## config.mk

```make
export PLATFORM = sky130hd
export DESIGN_NAME = master_bus_arbiter
export DESIGN_NICKNAME = d
export VERILOG_FILES = /design/src/rtl/master_bus_arbiter_pkg.sv /design/src/rtl/bus_timeout_counter.sv /design/src/rtl/master_bus_arbiter.sv
export SDC_FILE = /design/constraint.sdc
export NUM_CORES = 1
export LEC_CHECK = 0
export BUFFER_PORTS_ARGS = -buffer_cell sky130_fd_sc_hd__buf_2
export CAP_MARGIN = 10
export CORE_UTILIZATION = 40
export DETAILED_ROUTE_END_ITERATION = 8
export GPL_ROUTABILITY_DRIVEN = 0
export PLACE_DENSITY_LB_ADDON = 0.05
export RECOVER_POWER = 25
export REMOVE_ABC_BUFFERS = 1
export SYNTH_ARGS = -nofsm -noshare
export SYNTH_HDL_FRONTEND = slang
export SYNTH_SLANG_ARGS = --single-unit
```

## constraint.sdc

```tcl
create_clock -name clk -period 1.7 [get_ports clk]
set_input_delay 0.085 -clock clk [delete_from_list [all_inputs] [get_ports clk]]
set_output_delay 0.085 -clock clk [all_outputs]
set_load 0.01 [all_outputs]
```

## src/rtl/master_bus_arbiter_pkg.sv

```systemverilog
// master_bus_arbiter_pkg: shared state and owner types for the two-master bus arbiter
package master_bus_arbiter_pkg;
    typedef enum logic [1:0] {IDLE, OWN_A, OWN_B} arb_state_t;
    typedef enum logic {OWNER_A, OWNER_B} owner_t;
endpackage

```

## src/rtl/bus_timeout_counter.sv

```systemverilog
// bus_timeout_counter: counts unacknowledged ownership cycles and flags expiry (TIMEOUT_CYCLES=0 disables)
module bus_timeout_counter #(
    parameter int TIMEOUT_CYCLES = 255
) (
    input  logic clk,
    input  logic rst_n,
    input  logic clear,
    input  logic enable,
    output logic expired
);
    localparam int CNT_W = (TIMEOUT_CYCLES > 0) ? $clog2(TIMEOUT_CYCLES + 1) : 1;

    logic [CNT_W-1:0] cnt_q, cnt_d;

    assign cnt_d   = clear ? '0 : enable ? cnt_q + CNT_W'(1) : cnt_q;
    assign expired = (TIMEOUT_CYCLES != 0) && enable && (cnt_q == CNT_W'(TIMEOUT_CYCLES - 1));

    always_ff @(posedge clk or negedge rst_n) begin
        if (!rst_n) cnt_q <= '0;
        else        cnt_q <= cnt_d;
    end
endmodule

```

## src/rtl/master_bus_arbiter.sv

```systemverilog
// master_bus_arbiter: grants the shared bus to master A or B, with ack tracking and hung-transfer timeout.
// Define ARB_ROUND_ROBIN_EN to alternate on contention instead of fixed priority to A.
module master_bus_arbiter
    import master_bus_arbiter_pkg::*;
#(
    parameter int TIMEOUT_CYCLES = 255
) (
    input  logic clk,
    input  logic rst_n,
    input  logic reqA,
    input  logic reqB,
    input  logic busAck,
    output logic useA,
    output logic grantA,
    output logic grantB,
    output logic busValid,
    output logic timeoutErr
);
    arb_state_t state_q, state_d;
    logic       useA_q, useA_d;
    logic       err_q, err_d;
    logic       own, own_req, cnt_en, expired, prefer_b;

    function automatic arb_state_t arbitrate(input logic a, input logic b, input logic pb);
        return (a && (!b || !pb)) ? OWN_A : b ? OWN_B : IDLE;
    endfunction

`ifdef ARB_ROUND_ROBIN_EN
    owner_t last_q, last_d;
    assign last_d   = (state_d == OWN_A) ? OWNER_A : (state_d == OWN_B) ? OWNER_B : last_q;
    assign prefer_b = (last_q == OWNER_A);
    always_ff @(posedge clk or negedge rst_n) begin
        if (!rst_n) last_q <= OWNER_B;
        else        last_q <= last_d;
    end
`else
    assign prefer_b = 1'b0;
`endif

    assign own     = (state_q != IDLE);
    assign own_req = (state_q == OWN_A) ? reqA : reqB;
    assign cnt_en  = own && own_req && !busAck;

    bus_timeout_counter #(.TIMEOUT_CYCLES(TIMEOUT_CYCLES)) u_timeout (
        .clk     (clk),
        .rst_n   (rst_n),
        .clear   (!cnt_en),
        .enable  (cnt_en),
        .expired (expired)
    );

    // An ack completes the transfer even if the owner withdraws in the same cycle.
    always_comb begin
        state_d = state_q;
        err_d   = 1'b0;
        if (!own || busAck) begin
            state_d = arbitrate(reqA, reqB, prefer_b);
        end else if (!own_req || expired) begin
            state_d = IDLE;
            err_d   = expired;
        end
        useA_d = (state_d == OWN_A) ? 1'b1 : (state_d == OWN_B) ? 1'b0 : useA_q;
    end

    always_ff @(posedge clk or negedge rst_n) begin
        if (!rst_n) begin
            state_q <= IDLE;
            useA_q  <= 1'b1;
            err_q   <= 1'b0;
        end else begin
            state_q <= state_d;
            useA_q  <= useA_d;
            err_q   <= err_d;
        end
    end

    assign grantA     = (state_q == OWN_A);
    assign grantB     = (state_q == OWN_B);
    assign useA       = useA_q;
    assign timeoutErr = err_q;
    assign busValid   = (grantA & reqA) | (grantB & reqB);
endmodule

```

==> metrics.md, run 1 <==
| Metric | Value |
|---|---|
| Setup crit end kind | `register` |
| CP Class | `register to register` |
| Reg area | `302 um^2` |
| Total of max-cap violations | `0` |
| Final Power | `0.000601 W` |
| CTS tree | `built` |
| Unique masters post-synth | `22` |
| Layout cells sized above 1 | `0.361` |
| Initial antenna violation count | `0` |
| EDFF count, synth | `0` |
| Commonest non-fill, non-tap cells in the layout | `buf_4 (12), dfrtp_1 (11), buf_2 (8)` |
| Total vias in the final route | `502` |
| TritonCTS buffer count | `3` |
| Die ar. | `1650 um^2` |
| Buffers on Ports | `9` |
| Startpoint Class | `register` |
| Hold Vio Cnt, Final | `0` |
| Syn avg cell area | `10.3 um^2` |
| RSZ-0062 raised after global routing | `true` |
| Slew Viols, Final | `0` |
| Outcome | `finished, violations left` |
| Die height | `40.6 um` |
| First-pass GRT wire length | `1770 um` |
| Pre-Repair DR Iteration Count | `2` |
| Post-route cell area | `806 um^2` |
| YS warnings | `0` |
| Starting Density | `0.442` |
| Yosys top cell by area | `dfrtp_1` |
| CTS max path bufs | `2` |
| Netlist Area Pre-Place | `597 um^2` |
| Crit path arrival time | `1.97 ns` |
| Antenna diodes | `0` |
| CTS root buffer | `clkbuf_4` |
| H-tree Lvls | `1` |
| Slew Limit Headroom | `0.557` |
| Clock Sinks | `12` |
| Power per standard cell area | `745 nW/um^2` |
| Sequential share of the synthesized area | `0.505` |
| HPWL Detailed | `870 um` |
| Achievable clock frequency | `564 MHz` |
| Core box area | `1350 um^2` |
| Synth top area share | `0.461` |
| Leakage power | `0.382 nW` |
| Cell count after synthesis | `58` |
| Number of remaining DRC errors | `0` |
| Hold crit path type | `input port to register` |
| CP Launch Point | `u_timeout.cnt_q[0]` |
| WL final | `1160 um` |
| Total placed instance area | `738 um^2` |
| Tot GR Track Use | `0.172` |
| Top_reg_cell synth | `dfrtp_1` |
| CTS clk-pin slew, worst paths | `0.07 ns` |
| Final Skew | `0.00657 ns` |
| Period utilization | `1.04` |
| Worst-Skew Late Latency | `0.27 ns` |
| Peak supply drop | `0.517 mV` |
| Crit path time final | `1.77 ns` |
| Io pins | `10` |
| Area delta synth->final | `35.0%` |
| Crit-path max FO | `3` |
| Most common cell after layout, fill and taps aside | `buf_4` |
| Vias in the first global route | `429` |
| Slew @ Worst Pin | `0.664 ns` |
| # fillers | `126` |
| Site Rows | `13` |
| Failing checks | `negative setup slack` |
| Die W | `40.6 um` |
| DRT iter0 DRCs | `6` |
| Dpl ws | `-0.125 ns` |
| Layout Nets | `92` |
| Pin count of the biggest net entering global routing | `13` |
| R2r startpoint | `u_timeout.cnt_q[0]` |
| Asr flop ratio synth | `1.00` |
| Final setup fails | `1` |
| Area of the multi-input gates | `308 um^2` |
| Final ANT Viol Nets | `0` |
| Placed Cells | `92` |
| Routed WL per cell | `11.8 um` |
| Startpoint of the worst hold path | `reqA` |
| GRT overflow | `0` |
| Routed vias/inst | `5.12` |
| Setup ws final | `-0.0724 ns` |
| Top area cells in the synthesized netlist | `dfrtp_1 (46%), ha_1 (6.3%), dfstp_2 (4.4%), nand3_1 (4.2%), nor2_1 (3.8%)` |
| Final Non-Filler Cells | `98` |
| Yosys reg bits | `12` |
| Worst path required time | `1.90 ns` |
-- synth_stat cells, types with 2 or more instances --
library cell and n:
inv_1 2, or3_1 3, dfrtp_1 11, nand2_1 4, a32o_1 2, nor2b_1 3, nand3_1 5, ha_1 3
o21ai_0 3, xor2_1 2, nor2_1 6, a21oi_1 4
-- worst paths after layout --
path / endpoint / slack [ns] / depth (start not counted)
worst max-delay path: useA / -0.07 / 7
worst min-delay path: state_q[0] / 0.12 / 2
worst max register to register: useA / -0.07 / 7
worst min register to register: u_timeout.cnt_q[1] / 0.55 / 2
max in group asynchronous: u_timeout.cnt_q[6] / 0.92 / 2
min in group asynchronous: timeoutErr / 0.35 / 2
-- area by class of cell --
class	count	area share
clock buffers	4	0.0326
inverters	2	0.00932
multi-input cells	43	0.382
flip-flops and latches	12	0.374
well taps	15	0.0233
repair buffers	22	0.179
-- power by group --
part,internal (W),switching [W]
clock,0.0000908,0.0000929
sequential,0.000303,0.00000870
combinational,0.0000556,0.0000495
-- routing by layer --
metal	wire [um]	vias to the layer above	global-route usage
met5	0	-	0
met4	25	0	0.100
met3	48	4	0.0652
met2	530	13	0.266
met1	550	228	0.203
li1	-	257	-
-- timing repair --
action,in CTS,in global routing
setup buffers,1,0
endpoints found under the hold margin,12,0
pin swaps,2,0
gates resized for setup,2,2
endpoints found under the setup margin,1,1
hold buffers,1,0
-- worst max-delay path, cell delays in order, from the launching register on --
cell,delay (ns)
dfrtp_1,0.37
inv_1,0.06
ha_1,0.13
nand3_1,0.07
or2_4,0.25
a32o_2,0.27
ha_4,0.27
mux2_4,0.28
-- registers in the layout, summed over array words and instances, names as in the netlist --
name	cells
state_q	2
timeoutErr	1
u_timeout.cnt_q	8
useA	1
-- cells by family after synthesis --
kind of cell	after synthesis	synth area share
AOI/OAI and AO/OA	12	0.132
xor gates and xnor gates	3	0.0440
adders and majority gates	3	0.0629
buffers and inverters	3	0.0210
DFF	12	0.505
muxes	1	0.0189
and+or+nand+nor	24	0.216
-- stage by stage --
step / hold WS, ns / utilization / TNS (ns)
after floorplan: -0.211 / - / -0.134
after global placement: -0.0209 / 0.547 / -0.0840
after detailed placement: -0.0152 / 0.547 / -0.125
after CTS: 0.106 / 0.589 / -0.104
after global routing: 0.115 / 0.597 / -0.137
final: 0.116 / 0.597 / -0.0724
(Power assumes the default switching activity.)
==> inputs of run 2 (changes only) <==
- CORE_UTILIZATION: 40 -> 35
==> metrics.md, run 2 (synthesized netlist as in run 1, its figures left out) <==
| Metric | Value |
|---|---|
| Buffers on Ports | `9` |
| WL final | `1190 um` |
| Setup ws final | `-0.0728 ns` |
| Core box area | `1540 um^2` |
| Crit-path max FO | `3` |
| Io pins | `10` |
| Commonest non-fill, non-tap cells in the layout | `buf_4 (12), dfrtp_1 (11), buf_2 (8)` |
| Total of max-cap violations | `0` |
| Achievable clock frequency | `564 MHz` |
| Power per standard cell area | `790 nW/um^2` |
| HPWL Detailed | `890 um` |
| Layout Nets | `92` |
| Slew @ Worst Pin | `0.680 ns` |
| Tot GR Track Use | `0.150` |
| Final setup fails | `1` |
| Site Rows | `14` |
| Peak supply drop | `0.611 mV` |
| Antenna diodes | `0` |
| CTS root buffer | `clkbuf_4` |
| Vias in the first global route | `453` |
| Number of remaining DRC errors | `0` |
| Pre-Repair DR Iteration Count | `4` |
| Max reg flops | `8` |
| Outcome | `finished, violations left` |
| Final Util | `0.525` |
| Die height | `43.3 um` |
| Total vias in the final route | `508` |
| Pin count of the biggest net entering global routing | `13` |
| # fillers | `148` |
| Setup crit end kind | `register` |
| Top flop regs | `u_timeout.cnt_q x8, state_q x2` |
| Area delta synth->final | `35.6%` |
| GRT overflow | `0` |
| Routed vias/inst | `5.13` |
| Initial antenna violation count | `0` |
| Slew Viols, Final | `0` |
| CP max-delay cell | `dfrtp_1` |
| Die W | `43.3 um` |
| Largest register by flop count | `u_timeout.cnt_q` |
| Dpl ws | `-0.114 ns` |
| Crit path time final | `1.77 ns` |
| CTS max path bufs | `2` |
| Hold Vio Cnt, Final | `0` |
| Die ar. | `1870 um^2` |
| DRT iter0 DRCs | `11` |
| Crit-path cells | `inv_1 > ha_1 > nand3_1 > or2_4 > a32oi_1 > ha_4 > mux2_4` |
| Clock Sinks | `12` |
| Worst path required time | `1.91 ns` |
| Most common cell after layout, fill and taps aside | `buf_4` |
| Max incr delay on CP | `0.38 ns` |
| RSZ-0062 raised after global routing | `true` |
| Leakage power | `0.386 nW` |
| CTS tree | `built` |
| Final Skew | `0.00504 ns` |
| Crit path arrival time | `1.98 ns` |
| H-tree Lvls | `1` |
| Period utilization | `1.04` |
| Worst-Skew Late Latency | `0.27 ns` |
| Startpoint Class | `register` |
| First-pass GRT wire length | `2010 um` |
| Layout cells sized above 1 | `0.361` |
| Failing checks | `negative setup slack` |
| Hold crit path type | `input port to register` |
| Final ANT Viol Nets | `0` |
| Starting Density | `0.387` |
| Slew Limit Headroom | `0.547` |
| Routed WL per cell | `12.0 um` |
| CTS clk-pin slew, worst paths | `0.08 ns` |
| TritonCTS buffer count | `3` |
| CP Class | `register to register` |
==> run 2: worst paths after layout <==
path	from	cells past startpoint	slack, ns	end
worst max-delay path	u_timeout.cnt_q[0]	7	-0.07	useA
worst min-delay path	reqA	2	0.13	state_q[0]
worst max register to register	u_timeout.cnt_q[0]	7	-0.07	useA
worst min register to register	u_timeout.cnt_q[7]	2	0.56	u_timeout.cnt_q[7]
max in group asynchronous	rst_n	2	0.91	u_timeout.cnt_q[4]
min in group asynchronous	rst_n	2	0.35	u_timeout.cnt_q[6]
==> run 2: metal layers <==
metal  track usage  part of all wire  up-vias  wire length [um]
met5             0                 0        -                 0
met4        0.0364                 0        0                 0
met3        0.0851             0.082        0                98
met2         0.233              0.45       14               537
met1         0.180              0.47      237               555
li1              -                 -      257                 -
==> run 2: worst max-delay path, delay by kind of cell, from the launching register on <==
| kind | cells | cell delay (ns) |
|---|---|---|
| compound gates | 1 | 0.28 |
| mux | 1 | 0.29 |
| flops | 1 | 0.38 |
| buf+inv | 1 | 0.06 |
| simple gates | 2 | 0.31 |
| fa+ha+maj | 2 | 0.38 |
==> run 2: timing repair <==
action,4_1_cts,5_1_grt
resized for setup,1,2
endpoints found under the setup margin,1,1
endpoints found under the hold margin,12,0
setup buffers,0,0
pin swaps,2,1
hold buffers,1,0
gates cloned,0,0
==> run 2: power by group <==
| group | switching (W) | internal [W] |
|---|---|---|
| Sequential | 0.00000873 | 0.000303 |
| Combinational | 0.0000488 | 0.0000529 |
| Clock | 0.0000954 | 0.000130 |
| Total | 0.000153 | 0.000486 |
==> run 2: layout make-up <==
| class | instances | area [um^2] | area share |
|---|---|---|---|
| inverters | 2 | 7.51 | 0.00927 |
| multi-input cells | 43 | 300 | 0.371 |
| well taps | 16 | 20.0 | 0.0247 |
| clock buffers | 4 | 36.3 | 0.0448 |
| flip-flops and latches | 12 | 302 | 0.372 |
| repair buffers | 22 | 144 | 0.178 |
==> run 2: per-stage QoR <==
step,power [W],setup TNS [ns],instance area [um^2],hold WS [ns],std cells
5_1_grt,0.000678,-0.137,810,0.116,99
4_1_cts,0.000648,-0.0721,797,0.0896,99
2_1_floorplan,0.000361,-0.134,592,-0.211,57
3_5_place_dp,0.000407,-0.114,747,-0.0158,94
6_report,0.000639,-0.0728,810,0.129,99
3_3_place_gp,0.000405,-0.0886,747,-0.0179,94
==> inputs of run 3 (changes only) <==
- ABC_AREA: not set -> 1
- RECOVER_POWER: 25 -> 100
==> metrics.md, run 3 <==
| Metric | Value |
|---|---|
| Site Rows | `15` |
| Startpoint of the worst hold path | `reqA` |
| CP max-delay cell | `dfrtp_1` |
| TritonCTS buffer count | `3` |
| Power per standard cell area | `799 nW/um^2` |
| Final Util | `0.466` |
| Starting Density | `0.376` |
| Routed WL per cell | `9.51 um` |
| Cell count after synthesis | `77` |
| Top_reg_cell synth | `dfrtp_1` |
| Hold path cells | `3` |
| CTS tree | `built` |
| Total vias in the final route | `505` |
| Layout cells sized above 1 | `0.281` |
| Outcome | `finished, final reports clean` |
| Pre-Repair DR Iteration Count | `4` |
| Layout Nets | `105` |
| Net Sw Power | `0.000167 W` |
| CP Class | `register to register` |
| Worst r2r path cells | `10` |
| Final ANT Viol Nets | `0` |
| Post-synth top cells | `nor2_1 (15), dfrtp_1 (11), nand2_1 (11), inv_1 (8), nand3_1 (8)` |
| Pin count of the biggest net entering global routing | `13` |
| Synth top area share | `0.424` |
| Setup crit end kind | `register` |
| Core box area | `1730 um^2` |
| Die height | `45.1 um` |
| Slew @ Worst Pin | `0.650 ns` |
| Yosys top cell by area | `dfrtp_1` |
| Die ar. | `2030 um^2` |
| Hold Vio Cnt, Final | `0` |
| Worst path required time | `1.90 ns` |
| Hold crit path type | `input port to register` |
| Asr flop ratio synth | `1.00` |
| Die W | `45.1 um` |
| Number of remaining DRC errors | `0` |
| Startpoint Class | `register` |
| Crit path time final | `1.60 ns` |
| Slew Limit Headroom | `0.567` |
| Most common cell after layout, fill and taps aside | `nor2_1` |
| Clock Sinks | `12` |
| CTS clk-pin slew, worst paths | `0.07 ns` |
| Combinational power share | `0.152` |
| Switching Share | `0.260` |
| Syn avg cell area | `8.43 um^2` |
| Seq pwr share | `0.486` |
| Routed vias/inst | `4.17` |
| YS warnings | `0` |
| Netlist Area Pre-Place | `649 um^2` |
| H-tree Lvls | `1` |
| Setup ws final | `0.0966 ns` |
| GRT overflow | `0` |
| Final setup fails | `0` |
| Max reg flops | `8` |
| DRT iter0 DRCs | `12` |
| Yosys reg bits | `12` |
| Reg2Reg Setup Slack | `0.1 ns` |
| Antenna diodes | `0` |
| R2R Path End | `useA` |
| Top flop regs | `u_timeout.cnt_q x8, state_q x2` |
| First-pass GRT wire length | `1830 um` |
| CTS max path bufs | `2` |
| Tot GR Track Use | `0.131` |
| Sequential share of the synthesized area | `0.464` |
| Slew Viols, Final | `0` |
| Area delta synth->final | `23.9%` |
| Achievable clock frequency | `624 MHz` |
| WL final | `1150 um` |
| WP buf/inv | `3` |
| Dpl ws | `0.0808 ns` |
| Vias in the first global route | `430` |
| Max incr delay on CP | `0.35 ns` |
| Final Skew | `0.0133 ns` |
| Clock share of power | `0.361` |
| Worst-Skew Late Latency | `0.28 ns` |
| Most frequent cell after synthesis | `nor2_1` |
| Critical path's top delay family | `adder cells` |
| EDFF count, synth | `0` |
| Buffers on Ports | `9` |
| Period utilization | `0.943` |
| HPWL Detailed | `804 um` |
| Top area cells in the synthesized netlist | `dfrtp_1 (42%), nor2_1 (8.7%), nand2_1 (6.4%), nand3_1 (6.2%), ha_1 (5.8%)` |
| CTS root buffer | `clkbuf_4` |
| Int Pwr | `0.000476 W` |
| Hold EP | `state_q[0]` |
| Peak supply drop | `0.503 mV` |
| Leakage power | `0.379 nW` |
| Crit-path cells | `inv_1 > ha_1 > inv_1 > nor2_2 > nand2_2 > clkinv_2 > nor2_1 > nor2_1 > ha_1 > mux2_2` |
| Crit-path max FO | `3` |
| Initial antenna violation count | `0` |
| Commonest non-fill, non-tap cells in the layout | `nor2_1 (14), nand2_1 (12), dfrtp_1 (10)` |
| Crit path arrival time | `1.80 ns` |
| Total of max-cap violations | `0` |
| Unique masters post-synth | `20` |
| Largest register by flop count | `u_timeout.cnt_q` |
| R2r startpoint | `u_timeout.cnt_q[0]` |
| Io pins | `10` |
run 3: cell count changes in the layout (fill, tap and decap cells not counted), sizes merged, moves of 6 or more:
cell,previous run,this run
nand2,4,16
clkbuf,5,11
buf,20,7
inv,2,9
nor2,6,18
run 3: worst max path at each step:
stage	from	to	slack, ns	cells after the start
after global routing	u_timeout.cnt_q[0]	useA	-0.01	10
after detailed placement	u_timeout.cnt_q[1]	useA	0.08	9
after floorplan	u_timeout.cnt_q[0]	useA	0.1	10
after global placement	state_q[1]	useA	0.08	8
after CTS	u_timeout.cnt_q[1]	useA	0.07	9
final	u_timeout.cnt_q[0]	useA	0.1	10
run 3: final cells by class:
type / count / area [um^2]
clock buffer: 4 / 36.3
fill: 194 / 922
inverter: 10 / 38.8
multi-input combinational: 55 / 313
sequential: 12 / 303
tap: 25 / 31.3
timing repair buffer: 15 / 82.6
run 3: worst min-delay path: stages:
cell	delay [ns]
buf_2	0.11
nand2_1	0.06
o21ai_2	0.06
run 3: routing by layer:
layer	track usage	wire length, um	vias up
met5	0	0	-
met4	0.0727	6	0
met3	0.0480	27	2
met2	0.165	465	5
met1	0.189	651	217
li1	-	-	281
run 3: power by group through the flow:
stage / registers [W] / clock network (W) / logic, W
finish: 0.000313 / 0.000232 / 0.0000978
global route: 0.000314 / 0.000254 / 0.000113
CTS: 0.000312 / 0.000243 / 0.0000929
detailed placement: 0.000318 / 0 / 0.0000911
global placement: 0.000317 / 0 / 0.0000923
floorplan: 0.000322 / 0 / 0.0000518
run 3: repair_timing:
action	CTS	global route
hold endpoints to repair	12	0
buffers inserted	0	4
gates resized for setup	0	4
endpoints found under the setup margin	0	1
hold buffers	1	0
run 3: kinds of logic (layout without fill, tap and decap cells):
group | after synthesis | count (layout) | synth area share
simple gates | 45 | 45 | 0.337
mux | 1 | 1 | 0.0173
compound gates | 3 | 3 | 0.0231
fa+ha+maj | 3 | 3 | 0.0578
xor+xnor | 3 | 3 | 0.0405
buf+inv | 10 | 29 | 0.0597
flops | 12 | 12 | 0.464
run 3: per-stage QoR:
stage	hold WS (ns)	area [um^2]	total power, W	cells	setup TNS (ns)
floorplan	-0.211	649	0.000374	77	0
global placement	-0.0174	733	0.000410	112	0
detailed placement	-0.0180	733	0.000409	112	0
CTS	0.0850	779	0.000648	117	0
global route	0.109	805	0.000682	121	-0.0142
finish	0.0901	805	0.000643	121	0
